<file path="src/rtl/sprite_blitter_if.sv">
// Bundle of the sprite blitter's handshake, object-memory and VGA-adapter signals.
// The master side is the blitter; the slave side is the surrounding system.
interface sprite_blitter_if #(
    parameter int AW = 10,
    parameter int XW = 8,
    parameter int YW = 7
);
    logic          start;
    logic [XW-1:0] x0;
    logic [YW-1:0] y0;
    logic [AW-1:0] mem_addr;
    logic [7:0]    mem_data;
    logic [XW-1:0] vga_x;
    logic [YW-1:0] vga_y;
    logic [7:0]    vga_colour;
    logic          plot;
    logic          busy;
    logic          done;

    modport master (
        input  start, x0, y0, mem_data,
        output mem_addr, vga_x, vga_y, vga_colour, plot, busy, done
    );

    modport slave (
        output start, x0, y0, mem_data,
        input  mem_addr, vga_x, vga_y, vga_colour, plot, busy, done
    );
endinterface

</file>
<file path="src/rtl/sprite_blitter.sv">
// Sprite blitter: scans a W x H sprite from a 1-cycle-latency ROM and issues one
// VGA pixel write per opaque, on-screen texel at the latched origin.
module sprite_blitter #(
    parameter int         W        = 32,
    parameter int         H        = 32,
    parameter int         AW       = 10,
    parameter int         XW       = 8,
    parameter int         YW       = 7,
    parameter int         SCREEN_W = 160,
    parameter int         SCREEN_H = 120,
    parameter logic [7:0] TRANSP   = 8'hEE
) (
    input  logic              Clock,
    input  logic              Resetn,
    sprite_blitter_if.master  bus
);
    localparam int CW = (W > 1) ? $clog2(W) : 1;
    localparam int RW = (H > 1) ? $clog2(H) : 1;

    typedef enum logic [1:0] {S_IDLE, S_FETCH, S_DRAIN} state_t;

    state_t        r_state, w_next;
    logic [CW-1:0] r_col;
    logic [RW-1:0] r_row;
    logic          r_drain;
    logic [XW-1:0] r_x0;
    logic [YW-1:0] r_y0;
    logic          r_done;
    logic          w_last;

    logic          r_vld_p1;
    logic [CW-1:0] r_col_p1;
    logic [RW-1:0] r_row_p1;

    logic          r_plot_p2;
    logic [XW-1:0] r_x_p2;
    logic [YW-1:0] r_y_p2;
    logic [7:0]    r_colour_p2;

    logic [XW:0]   w_sx;
    logic [YW:0]   w_sy;

    // Sums carry one extra bit so off-screen texels clip instead of wrapping.
    function automatic logic on_screen(input logic [XW:0] sx, input logic [YW:0] sy);
        return (sx < (XW+1)'(SCREEN_W)) && (sy < (YW+1)'(SCREEN_H));
    endfunction

    assign w_last = (r_col == CW'(W-1)) && (r_row == RW'(H-1));

    always_ff @(posedge Clock) begin
        if (!Resetn) r_state <= S_IDLE;
        else         r_state <= w_next;
    end

    always_comb begin
        w_next = r_state;
        case (r_state)
            S_IDLE:  if (bus.start) w_next = S_FETCH;
            S_FETCH: if (w_last)    w_next = S_DRAIN;
            S_DRAIN: if (r_drain)   w_next = S_IDLE;
            default: w_next = S_IDLE;
        endcase
    end

    always_ff @(posedge Clock) begin
        if (!Resetn) begin
            r_col   <= '0;
            r_row   <= '0;
            r_drain <= 1'b0;
            r_x0    <= '0;
            r_y0    <= '0;
            r_done  <= 1'b0;
        end else begin
            r_done <= (r_state == S_DRAIN) && r_drain;
            case (r_state)
                S_IDLE: begin
                    if (bus.start) begin
                        r_x0  <= bus.x0;
                        r_y0  <= bus.y0;
                        r_col <= '0;
                        r_row <= '0;
                    end
                end
                S_FETCH: begin
                    r_drain <= 1'b0;
                    if (r_col == CW'(W-1)) begin
                        r_col <= '0;
                        r_row <= r_row + 1'b1;
                    end else begin
                        r_col <= r_col + 1'b1;
                    end
                end
                S_DRAIN: r_drain <= ~r_drain;
                default: ;
            endcase
        end
    end

    assign bus.mem_addr = (r_state == S_FETCH) ? AW'({r_row, r_col}) : '0;
    assign bus.busy     = (r_state != S_IDLE);
    assign bus.done     = r_done;

    // Stage 1: align texel coordinates with the ROM's registered read data.
    always_ff @(posedge Clock) begin
        if (!Resetn) begin
            r_vld_p1 <= 1'b0;
            r_col_p1 <= '0;
            r_row_p1 <= '0;
        end else begin
            r_vld_p1 <= (r_state == S_FETCH);
            r_col_p1 <= r_col;
            r_row_p1 <= r_row;
        end
    end

    assign w_sx = {1'b0, r_x0} + (XW+1)'(r_col_p1);
    assign w_sy = {1'b0, r_y0} + (YW+1)'(r_row_p1);

    // Stage 2: qualify and register the VGA write.
    always_ff @(posedge Clock) begin
        if (!Resetn) begin
            r_plot_p2   <= 1'b0;
            r_x_p2      <= '0;
            r_y_p2      <= '0;
            r_colour_p2 <= '0;
        end else begin
            r_plot_p2   <= r_vld_p1 && (bus.mem_data != TRANSP) && on_screen(w_sx, w_sy);
            r_x_p2      <= w_sx[XW-1:0];
            r_y_p2      <= w_sy[YW-1:0];
            r_colour_p2 <= bus.mem_data;
        end
    end

    assign bus.plot       = r_plot_p2;
    assign bus.vga_x      = r_x_p2;
    assign bus.vga_y      = r_y_p2;
    assign bus.vga_colour = r_colour_p2;
endmodule

</file>
<file path="src/flat_wrapper.sv">
// flat-port wrapper written by rule: the top's interface ports become plain ports
module sprite_blitter_flat 
#(
    parameter int         W        = 32,
    parameter int         H        = 32,
    parameter int         AW       = 10,
    parameter int         XW       = 8,
    parameter int         YW       = 7,
    parameter int         SCREEN_W = 160,
    parameter int         SCREEN_H = 120,
    parameter logic [7:0] TRANSP   = 8'hEE
)
  (Clock, Resetn, bus_start, bus_x0, bus_y0, bus_mem_data, bus_mem_addr, bus_vga_x, bus_vga_y, bus_vga_colour, bus_plot, bus_busy, bus_done);
  sprite_blitter_if #(.AW(AW), .XW(XW), .YW(YW)) bus_i ();
  input  logic Clock;
  input  logic Resetn;
  input wire logic [$bits(bus_i.start)-1:0] bus_start;
  input wire logic [$bits(bus_i.x0)-1:0] bus_x0;
  input wire logic [$bits(bus_i.y0)-1:0] bus_y0;
  input wire logic [$bits(bus_i.mem_data)-1:0] bus_mem_data;
  output wire logic [$bits(bus_i.mem_addr)-1:0] bus_mem_addr;
  output wire logic [$bits(bus_i.vga_x)-1:0] bus_vga_x;
  output wire logic [$bits(bus_i.vga_y)-1:0] bus_vga_y;
  output wire logic [$bits(bus_i.vga_colour)-1:0] bus_vga_colour;
  output wire logic [$bits(bus_i.plot)-1:0] bus_plot;
  output wire logic [$bits(bus_i.busy)-1:0] bus_busy;
  output wire logic [$bits(bus_i.done)-1:0] bus_done;
  assign bus_i.start = bus_start;
  assign bus_i.x0 = bus_x0;
  assign bus_i.y0 = bus_y0;
  assign bus_i.mem_data = bus_mem_data;
  assign bus_mem_addr = bus_i.mem_addr;
  assign bus_vga_x = bus_i.vga_x;
  assign bus_vga_y = bus_i.vga_y;
  assign bus_vga_colour = bus_i.vga_colour;
  assign bus_plot = bus_i.plot;
  assign bus_busy = bus_i.busy;
  assign bus_done = bus_i.done;
  sprite_blitter #(.W(W), .H(H), .AW(AW), .XW(XW), .YW(YW), .SCREEN_W(SCREEN_W), .SCREEN_H(SCREEN_H), .TRANSP(TRANSP)) u_core (.Clock(Clock), .Resetn(Resetn), .bus(bus_i));
endmodule
</file>
<file path="config.mk">
export PLATFORM = sky130hd
export DESIGN_NAME = sprite_blitter_flat
export DESIGN_NICKNAME = d
export VERILOG_FILES = /design/src/rtl/sprite_blitter_if.sv /design/src/rtl/sprite_blitter.sv /design/src/flat_wrapper.sv
export SDC_FILE = /design/constraint.sdc
export NUM_CORES = 1
export LEC_CHECK = 0
export ABC_AREA = 1
export CAP_MARGIN = 10
export CORE_MARGIN = 3
export CORE_UTILIZATION = 45
export DETAILED_ROUTE_END_ITERATION = 8
export GPL_ROUTABILITY_DRIVEN = 0
export MAX_ROUTING_LAYER = met4
export PLACE_DENSITY = 0.75
export SETUP_SLACK_MARGIN = 0.02
export SLEW_MARGIN = 25
export SYNTH_ARGS = -nofsm -noshare
export SYNTH_HDL_FRONTEND = slang
export SYNTH_SLANG_ARGS = --single-unit
</file>
<file path="constraint.sdc">
create_clock -name Clock -period 1.9 [get_ports Clock]
set_clock_uncertainty 0.2 [all_clocks]
set_input_delay 0.19 -clock Clock [delete_from_list [all_inputs] [get_ports Clock]]
set_output_delay 0.19 -clock Clock [all_outputs]
set_load 0.01 [all_outputs]
</file>
* Word-level counts from Yosys, hierarchy flattened
Index checks and enable logic that the tools add are counted.
Widths: inputs -> output; s select.
** Word-level totals
- Register bits :: 64
- Output and inout bits :: 36
- Word-level logic and storage cells :: 54
** Operators by class
- Add/subtract/negate cells :: 4
- Magnitude comparators :: 2
- Equal/unequal tests :: 9
- Muxes and demuxes :: 11
- Bitwise logic cells :: 1
- Reduce and logical (&&, ||, !) cells :: 13
** Operator list (number)
- $pmux 5 s2 :: 2
- $mux 5 :: 3
- $add 5x1->5 const B :: 2
- $eq 5x5->1 const B :: 2
- $mux 10 :: 1
- $add 8x5->9 :: 1
- $lt 9x8->1 const B :: 1
- $add 7x5->8 :: 1
- $lt 8x7->1 const B :: 1
- $ne 8x8->1 const B :: 1
- $mux 2 :: 3
- $ne 2x1->1 const B :: 3
- $pmux 2 s3 :: 1
- $reduce_and 3->1 :: 2
- $reduce_bool 2->1 :: 3
- $logic_and 1x1->1 :: 5
- $reduce_and 2->1 :: 2
- $eq 2x1->1 const B :: 1
- $eq 2x2->1 const B :: 1
- $logic_not 2->1 :: 1
- $ne 2x2->1 const B :: 1
- $pmux 1 s2 :: 1
- $not 1->1 :: 1

* Depth between registers and ports, before layout
- Depth after elaboration :: 4
- Gate-level depth with buffers :: 14
- Depth with buffers taken out :: 14

* Worst setup path after synthesis
No wires, ideal clock.
- Path kind :: register -> register
- Start :: register u_core.r_y0[0]
- End :: register u_core.r_plot_p2, in the netlist u_core.bus.plot
- Arrival :: 1.561 ns
- Required time :: 1.585 ns
- Path slack :: 0.024 ns
- Cell stages (with the launch flop) :: 14
- Buffers on the path :: 0
- Cell sequence :: dfxtp_1 > ha_1 > inv_1 > fa_1 > inv_1 > nand2_1 > nand2_1 > nand3b_1 > nand2_1 > nand2_1 > nor2_1 > nand2_1 > nand2_1 > nor2_1
** On the way
- Word-level cells in the longest chain between the ends :: 4
** RTL lines
- from (decl) :: RTL line sprite_blitter.sv:27 : logic [YW-1:0] r_y0;
- from (signal assigned) :: RTL line sprite_blitter.sv:79 : r_y0 <= bus.y0;
- $add 7x5->8 :: RTL line sprite_blitter.sv:117 : assign w_sy = {1'b0, r_y0} + (YW+1)'(r_row_p1);
- $lt 8x7->1 :: RTL line sprite_blitter.sv:45 : return (sx < (XW+1)'(SCREEN_W)) && (sy < (YW+1)'(SCREEN_H));
- $logic_and 1x1->1 :: RTL line sprite_blitter.sv:45
- $logic_and 1x1->1 :: RTL line sprite_blitter.sv:127 : r_plot_p2 <= r_vld_p1 && (bus.mem_data != TRANSP) && on_screen(w_sx, w_sy);
- to (signal assigned) :: RTL line sprite_blitter.sv:127
- to (decl) :: RTL line sprite_blitter.sv:35 : logic r_plot_p2;
No other way between the ends.
A chain may end at the register's enable or synchronous reset.

* Worst setup path in the final report
- Start :: register u_core.r_x0[0]
- End :: register u_core.r_plot_p2, in the netlist u_core.bus.plot
** On the way
- Word-level cells in the longest chain between the ends :: 4
** RTL lines
- from (decl) :: RTL line sprite_blitter.sv:26 : logic [XW-1:0] r_x0;
- from (signal assigned) :: RTL line sprite_blitter.sv:78 : r_x0 <= bus.x0;
- $add 8x5->9 :: RTL line sprite_blitter.sv:116 : assign w_sx = {1'b0, r_x0} + (XW+1)'(r_col_p1);
- $lt 9x8->1 :: RTL line sprite_blitter.sv:45
- $logic_and 1x1->1 :: RTL line sprite_blitter.sv:45
- $logic_and 1x1->1 :: RTL line sprite_blitter.sv:127
No other way between the ends.

==> results.json <==
{
  "outcome": "completed",
  "hold_violations": 0,
  "overflow": 0,
  "die_h_um": 85.7,
  "min_period_ps": 1860,
  "cp_top_family": "adder cells",
  "dr_wl_met3_um": 418,
  "nNetsFinal": 511,
  "clock-root-buffer": "clkbuf_8",
  "critPathRequiredTime_ps": 1940,
  "syn_nets": 436,
  "layout_common_cells": "92 x nand2_1, 72 x inv_1, 59 x dfxtp_1, 50 x clkdlybuf4s50_1, 40 x nor2_1",
  "clk_latency_ps": 340,
  "drt_iter0_drc": 141,
  "die_w_um": 85.7,
  "area_growth_pct": 34.2,
  "vias": 2594,
  "period_share": 0.979,
  "combPwrFrac": 0.270,
  "clock_power_share": 0.317,
  "post-place-ws_ps": -161,
  "pin_count": 62,
  "cts_hold_buf": 0,
  "setup_viol": 0,
  "ys_warn_count": 0,
  "yosysTopAreaCell": "dfxtp_1",
  "internal_power_mw": 2.74,
  "worst_path_most_repeated_cell": "nor2_1",
  "ys_seq_elements": 64,
  "grt_pass1_wl_um": 10600,
  "p_sw_frac": 0.308,
  "hpwl_um": 4740,
  "avgSynthCellArea_um2": 7.32,
  "wl_per_cell_um": 11.3,
  "highest_layer": "met4",
  "syn_inst": 391,
  "wl_um": 6180,
  "report.final.slew_viol_count": 0,
  "ir_drop_v": 0.000606,
  "min_path_type": "in -> reg",
  "viasPerCell": 4.75,
  "slew_headroom": 0.618,
  "crit_path_top_delay_cell": "fa_1",
  "dr.pass1.iters": 4,
  "power_frac_seq": 0.413,
  "path_class": "reg -> reg",
  "fmax_mhz": 538,
  "cap_violations": 0,
  "met2_length_um": 2820,
  "clk_pin_slew_ps": 70,
  "tightestPinTransition_ps": 572,
  "rsz0062_at_grt": "true",
  "synth.distinct_cells": 24,
  "final_common_cell": "nand2_1",
  "gr-usage-all-layers": 0.186,
  "ys_top_cells_by_area": "dfxtp_1 45%, nand2_1 12%, inv_1 9.7%",
  "start_util": 0.475,
  "synth_top_cell_area_share": 0.448,
  "htreeDepth": 3,
  "cts_made_buffers": 9,
  "port_buffers": 61,
  "crit_path_max_fanout": 3,
  "p_leak_nw": 1.95,
  "grt_pass1_vias": 2540,
  "slowest_delay_ps": 410,
  "yosysSeqAreaShare": 0.448,
  "core_um2": 6030,
  "wl_met1_um": 2800,
  "start_kind": "register",
  "worst_hold_slack_ps": 213,
  "dieArea_um2": 7350,
  "cp.buffers_inverters": 2,
  "postRouteAntennaNets": 0,
  "cp_data_arrival_time_ps": 1900,
  "drcViolationCount": 0,
  "drive_gt1_frac": 0.123,
  "grt_max_degree": 25,
  "cp_cell_sequence": "ha_2, inv_1, fa_1, inv_1, nand3_1, nand3_1, nand2_1, nor2_1, nor2_1, nand2_1, nor2_1",
  "power.switching_mw": 1.22,
  "diodes": 0,
  "cts_sinks": 64,
  "postLayoutSetupSlackWorst_ps": 40.0,
  "end_kind": "register",
  "rows": 28,
  "clk_path_buf_depth": 2,
  "antenna_found_initial": 0,
  "syn_area_um2": 2860,
  "cts_tree": "built",
  "powerDensity_nw_per_um2": 1030
}
[cell families after synthesis]
group                      after synthesis  synth area share
AOI/OAI and AO/OA                       54             0.103
xor gates and xnor gates                 2           0.00612
adders and majority gates               19            0.0883
buffers and inverters                   85             0.112
DFF                                     64             0.448
and+or+nand+nor                        167             0.243
[cell usage after synthesis, drive strengths merged]
| master | instances |
|---|---|
| nand4 | 4 |
| a211oi | 1 |
| o22ai | 1 |
| nand3 | 19 |
| clkbuf | 7 |
| a21oi | 25 |
| or2 | 3 |
| buf | 2 |
| xor2 | 2 |
| o2111ai | 1 |
| nor2 | 41 |
| inv | 76 |
| nor3 | 5 |
| nand3b | 1 |
| nand2 | 94 |
| dfxtp | 64 |
| o21ai | 26 |
| ha | 17 |
| fa | 2 |
[through the flow]
stage,power (mW),instance area [µm²],std cells,util,setup TNS (ps)
3_3_place_gp,2.68,3620,530,0.601,-53.1
6_report,3.96,3840,546,0.637,0
5_1_grt,4.22,3840,546,0.637,-175
4_1_cts,3.98,3850,546,0.639,0
2_1_floorplan,2.30,2860,391,-,0
3_5_place_dp,2.71,3620,530,0.601,-161
[power groups by stage]
stage / registers, mW / logic (mW) / clock network, mW
after floorplan: 1.67 / 0.630 / 0
after global placement: 1.65 / 1.03 / 0
after detailed placement: 1.66 / 1.06 / 0
after CTS: 1.63 / 1.07 / 1.28
after global routing: 1.66 / 1.21 / 1.35
final: 1.64 / 1.07 / 1.25
[final cells by class]
type	instances	area (µm²)
tap	75	93.8
timing repair buffer	73	668
clock buffer	14	183
sequential	64	1290
fill	524	2190
clock inverter	2	35.0
inverter	76	285
multi-input combinational	242	1290
[registers in the layout, summed over array words and instances (netlist names)]
name / flops
u_core.bus.vga_x: 8
u_core.r_vld_p1: 1
u_core.r_drain: 1
u_core.r_x0: 8
u_core.r_row_p1: 5
u_core.r_state: 2
u_core.bus.done: 1
u_core.r_y0: 7
u_core.r_col: 5
u_core.r_col_p1: 5
u_core.bus.vga_colour: 8
u_core.bus.plot: 1
u_core.r_row: 5
u_core.bus.vga_y: 7
[worst reg2reg max path, delay by kind of cell (launching register included)]
kind,cells,cell delay [ps]
simple gates,7,490
fa+ha+maj,2,600
flops,1,330
buf+inv,2,150
[worst paths after layout]
path | startpoint | endpoint | slack, ps | cells past startpoint
worst min register to register | u_core.r_row[4] | u_core.r_row_p1[4] | 260 | 2
worst min-delay path | bus_mem_data[4] | u_core.bus.vga_colour[4] | 210 | 3
worst max-delay path | u_core.r_x0[0] | u_core.bus.plot | 40 | 11
worst max register to register | u_core.r_x0[0] | u_core.bus.plot | 40 | 11
[metal layers]
metal	up-vias	global-route usage
met2	73	0.304
met5	-	-
met4	0	0.0820
li1	1364	-
met3	14	0.0596
met1	1143	0.209
[repair_timing]
action,4_1_cts,5_1_grt
pin swaps,2,0
gates resized for setup,19,24
endpoints found under the setup margin,12,18
buffers inserted,0,0
No activity file was read; power rests on OpenSTA's default activity.
